==> config.mk <==
export PLATFORM = sky130hd
export DESIGN_NAME = vend_ctrl
export DESIGN_NICKNAME = d
export VERILOG_FILES = /design/src/rtl/vend_pkg.sv /design/src/rtl/vend_ctrl.sv
export SDC_FILE = /design/constraint.sdc
export NUM_CORES = 1
export LEC_CHECK = 0
export CAP_MARGIN = 20
export CELL_PAD_IN_SITES_DETAIL_PLACEMENT = 0
export CELL_PAD_IN_SITES_GLOBAL_PLACEMENT = 1
export CORE_MARGIN = 4
export CORE_UTILIZATION = 39
export DETAILED_ROUTE_END_ITERATION = 12
export PLACE_DENSITY_LB_ADDON = 0.05
export SLEW_MARGIN = 20
export SYNTH_ARGS = -nofsm -noshare
export SYNTH_HDL_FRONTEND = slang
export SYNTH_SLANG_ARGS = --single-unit
==> constraint.sdc <==
create_clock -name clk -period 2.9 [get_ports clk]
set_input_delay 0.435 -clock clk [delete_from_list [all_inputs] [get_ports clk]]
set_output_delay 0.435 -clock clk [all_outputs]
set_load 0.1 [all_outputs]
==> src/rtl/vend_pkg.sv <==
// Shared types and coin values for the vending-machine controller.
// Coin values are expressed in nickel units.
package vend_pkg;

  typedef enum logic [1:0] {
    IDLE    = 2'd0,
    COLLECT = 2'd1,
    VEND    = 2'd2,
    CHANGE  = 2'd3
  } vend_state_t;

  localparam int NICKEL_VAL  = 1;
  localparam int DIME_VAL    = 2;
  localparam int QUARTER_VAL = 5;

endpackage

==> src/rtl/vend_ctrl.sv <==
// Vending-machine controller: accumulates coin credit, requests a dispense at PRICE,
// then pays back any excess credit one nickel per cycle.
module vend_ctrl
  import vend_pkg::*;
#(
  parameter int PRICE    = 3,
  parameter int CREDIT_W = 4,
  parameter int SALES_W  = 8
) (
  input  logic                clk,
  input  logic                reset,
  input  logic                coin_n,
  input  logic                coin_d,
  input  logic                coin_q,
  input  logic                cancel,
  input  logic                vend_ack,
  output logic                vend_req,
  output logic                change_nickel,
  output logic                coin_reject,
  output logic [CREDIT_W-1:0] credit,
  output logic                busy,
  output logic [SALES_W-1:0]  sales_count
);

  // Worst case credit is PRICE-1 plus a quarter, so PRICE+4 must fit in the register.
  if (PRICE < 1 || PRICE + 4 > 2**CREDIT_W - 1) begin : g_bad_params
    $error("vend_ctrl: PRICE=%0d is illegal for CREDIT_W=%0d", PRICE, CREDIT_W);
  end

  localparam logic [CREDIT_W-1:0] PRICE_C = CREDIT_W'(PRICE);

  vend_state_t         state_reg;
  vend_state_t         state_next;
  logic [CREDIT_W-1:0] credit_next;
  logic [SALES_W-1:0]  sales_next;
  logic                reject_next;
  logic                nickel_next;

  logic                coin_any;
  logic                coin_extra;
  logic [CREDIT_W-1:0] coin_val;
  logic [CREDIT_W-1:0] credit_sum;
  logic [CREDIT_W-1:0] credit_left;

  always_comb begin
    coin_any    = coin_n | coin_d | coin_q;
    // Any second coin in the same cycle loses to the higher-priority one.
    coin_extra  = (coin_q & (coin_d | coin_n)) | (coin_d & coin_n);
    coin_val    = coin_q ? CREDIT_W'(QUARTER_VAL) :
                  coin_d ? CREDIT_W'(DIME_VAL)    :
                  coin_n ? CREDIT_W'(NICKEL_VAL)  : '0;
    credit_sum  = credit + coin_val;
    credit_left = credit - PRICE_C;

    state_next  = state_reg;
    credit_next = credit;
    sales_next  = sales_count;
    reject_next = 1'b0;
    nickel_next = 1'b0;

    case (state_reg)
      IDLE, COLLECT: begin
        if (state_reg == COLLECT && cancel) begin
          state_next  = CHANGE;
          reject_next = coin_any;
        end else if (coin_any) begin
          credit_next = credit_sum;
          reject_next = coin_extra;
          state_next  = (credit_sum >= PRICE_C) ? VEND : COLLECT;
        end
      end
      VEND: begin
        reject_next = coin_any;
        if (vend_ack) begin
          credit_next = credit_left;
          sales_next  = sales_count + SALES_W'(1);
          state_next  = (credit_left != '0) ? CHANGE : IDLE;
        end
      end
      CHANGE: begin
        reject_next = coin_any;
        // The final pay-out cycle still sits in CHANGE; IDLE follows once credit reads zero.
        if (credit != '0) begin
          credit_next = credit - CREDIT_W'(1);
          nickel_next = 1'b1;
        end else begin
          state_next = IDLE;
        end
      end
      default: state_next = IDLE;
    endcase
  end

  always_ff @(posedge clk) begin
    if (reset) begin
      state_reg     <= IDLE;
      credit        <= '0;
      sales_count   <= '0;
      vend_req      <= 1'b0;
      change_nickel <= 1'b0;
      coin_reject   <= 1'b0;
      busy          <= 1'b0;
    end else begin
      state_reg     <= state_next;
      credit        <= credit_next;
      sales_count   <= sales_next;
      vend_req      <= (state_next == VEND);
      change_nickel <= nickel_next;
      coin_reject   <= reject_next;
      busy          <= (state_next == VEND) || (state_next == CHANGE);
    end
  end

endmodule

==> summary.txt <==
# port buffers - 22
Die Width - 63.1 microns
most frequent cells in the layout - 17 x dfxtp_1, 16 x buf_4, 15 x nor2_1
max-capacitance violation count - 0
Worst Hold Class - reg2reg
maximum root-to-sink buffer count - 2
half-perimeter wire length of the detailed placement result - 2070 microns
wire length of the first global-routing pass - 4850 microns
total detailed-routing wirelength - 2730 microns
total via count after detailed routing - 1059
register area share after synthesis - 28.8%
sum of negative setup slack - 0 ps
GP Congestion - 0.773
number of distinct library cells after synthesis - 53
fraction of final layout cells sized beyond drive strength 1 - 18.3%
switching share of power - 54.3%
per-cell routed wire length - 14.8 microns
share of the clock period used by the worst path after layout - 83.5%
setup violators final - 0
number of instances on the worst hold path - 2
Vert. Die Dim - 63.1 microns
pin slew with the least headroom to its limit - 642 ps
proportion of register bits with asynchronous set or reset after synthesis - 0%
count of cell instances traversed by the critical path - 8
Top-Level Pins - 23
launching element type of the critical path - input port
outcome - completed
Fillers - 287
depth of the worst register-to-register path - 5
final worst clock skew - 0.980 ps
internal power - 0.000617 W
critical path fanouts, max - 4
antenna diode count - 0
Clk Tree Root Cell - clkbuf_4
register bit total from synthesis - 17
Biggest register - sales_count
sequential share of power - 28.7%
Sink Count - 17
Slowest-stage cell, CP - clkdlybuf4s50_1
critical path, cell by cell - clkdlybuf4s50_1 > inv_1 > a21o_1 > ha_1 > fa_1 > xnor2_1 > o2111ai_1 > and4bb_1
FMAX - 413 MHz
placeable core region - 0.00283 sq mm
number of global-route vias before repair - 1018
Yosys Warn Count - 0
residual antenna-violating net count after detailed routing - 0
number of buffers inserted to repair setup after CTS - 0
most instantiated flip-flop cell in the synthesis netlist - dfxtp_1
TritonRoute pass-1 iters - 4
number of instances in the synthesized netlist - 134
residual overflow from global routing - 0
DRC violation total after the first TritonRoute iteration - 39
CTS H-tree lvls - 1
largest stage delay on the critical path - 540 ps
utilization of the core after routing - 48.4%
Arr. time, crit path - 2620 ps
count of unresolved DRC violations after routing - 0
cell area after synthesis - 0.00118 sq mm
# hold bufs at CTS - 0
antenna violations before repair - 0
buffering stage count on the worst path with inverters included - 2
average size of a mapped cell - 8.83 sq um
worst-case headroom to the max-slew limit - 57.1%
maximum number of pins on one net before global-route repair - 18
clock tree from TritonCTS - built
Nets - 168
final-report hold violation count - 0
number of synthesized flops with an enable pin - 0
total power divided by cell area - 985 mW/mm^2
Inserted Clock Buffers - 3
combinational power share - 61.7%
Required @ worst endpoint - 3090 ps
final critical-path required period - 2420 ps
count of standard-cell rows - 19
Net Count, Synth - 148
commonest non-fill, non-tap cell in the layout - dfxtp_1
post-cts sizing count - 0
area grow syn2layout - 15.8%
Psw - 0.000732 W
largest registers - sales_count: 8 flops, credit: 4 flops
GRT Resource Usage Total - 15.2%
clock share of power - 9.6%
critical path class - in2reg
Die Outline Area - 0.00398 sq mm
Max IR drop VDD - 0.000428 V
cell type group with the largest total delay on the critical path - buffers and inverters
drt via density - 5.76
reported leakage power - 0.560 nW
register clock-pin slew on the reported worst setup and hold paths - 100 ps
Initial Utilization - 41.8%
type of destination of the critical path - register
Largest register FFs - 8
clock insertion delay at the later pin of the skew report - 290 ps
pins over their slew limit - 0
setup repair after global routing missed its margin - false
==> routing by layer <==
layer  vias up  track usage, %  share of wire (%)
met1       500            21.2                 48
met2        23            22.8                 46
met3         2            4.09                5.3
met4         0            4.13               0.73
li1        534               -                  -
met5         -               0                  0
==> cell usage after synthesis (2+ instances only) <==
cell      count  area (sq um)
nor2_1       15          56.3
buf_6         3          33.8
inv_1         4          15.0
o21ai_0       2          10.0
o211ai_1      2          15.0
a21oi_1       8          40.0
xor2_1        3          26.3
and3b_1       2          17.5
a21boi_1      2          15.0
a211oi_1      2          15.0
dfxtp_1      17           340
nand3_1       2          10.0
o21ai_1       4          20.0
nor4b_1       3          26.3
nor2b_1       3          18.8
nand4_1       4          25.0
and4bb_1      3          37.5
xnor2_1       5          43.8
nand2_1       6          22.5
ha_1          6          75.1
nor3_1        5          25.0
clkbuf_1      2          7.51
==> logic make-up after synthesis <==
group,after synthesis,synth area share (%)
and+or+nand+nor,55,29.3
AOI/OAI and AO/OA,33,19.1
DFF,17,28.8
buffers and inverters,11,6.24
xor gates and xnor gates,8,5.92
adders and majority gates,8,8.88
muxes,2,1.80
==> layout make-up <==
cell class / instances / area [sq um] / share of cell area, %
clock buffer: 4 / 26.3 / 1.92
inverter: 4 / 15.0 / 1.10
multi-input combinational: 106 / 769 / 56.2
sequential: 17 / 340 / 24.8
tap: 31 / 38.8 / 2.83
timing repair buffer: 22 / 180 / 13.2
==> worst paths after layout <==
check	startpoint	endpoint	slack [ps]
setup / recovery	coin_d	vend_req	480
hold / removal	sales_count[1]	sales_count[1]	510
setup reg to reg	credit[0]	vend_req	950
hold reg to reg	sales_count[1]	sales_count[1]	510
==> worst min-delay path: cells and delay by family (launching register included) <==
kind / cells / cell delay [ps]
DFF: 1 / 350
and+or+nand+nor: 1 / 60
AOI/OAI and AO/OA: 1 / 60
==> per-stage QoR <==
step	hold slack, ps	std cells	setup slack (ps)	power (W)	instance area, sq um
4_1_cts	512	184	491	0.00136	1370
3_3_place_gp	481	180	262	0.00122	1340
3_5_place_dp	496	180	183	0.00123	1340
2_1_floorplan	606	134	536	0.00108	1180
6_report	509	184	477	0.00135	1370
5_1_grt	550	184	371	0.00145	1370
==> power groups by stage <==
stage               combinational, W  sequential [W]  clock (W)
floorplan                   0.000461        0.000621          0
global placement            0.000821        0.000394          0
detailed placement          0.000835        0.000395          0
CTS                         0.000837        0.000391   0.000135
global route                0.000903        0.000406   0.000144
finish                      0.000833        0.000387   0.000129
(Power assumes the default switching activity.)
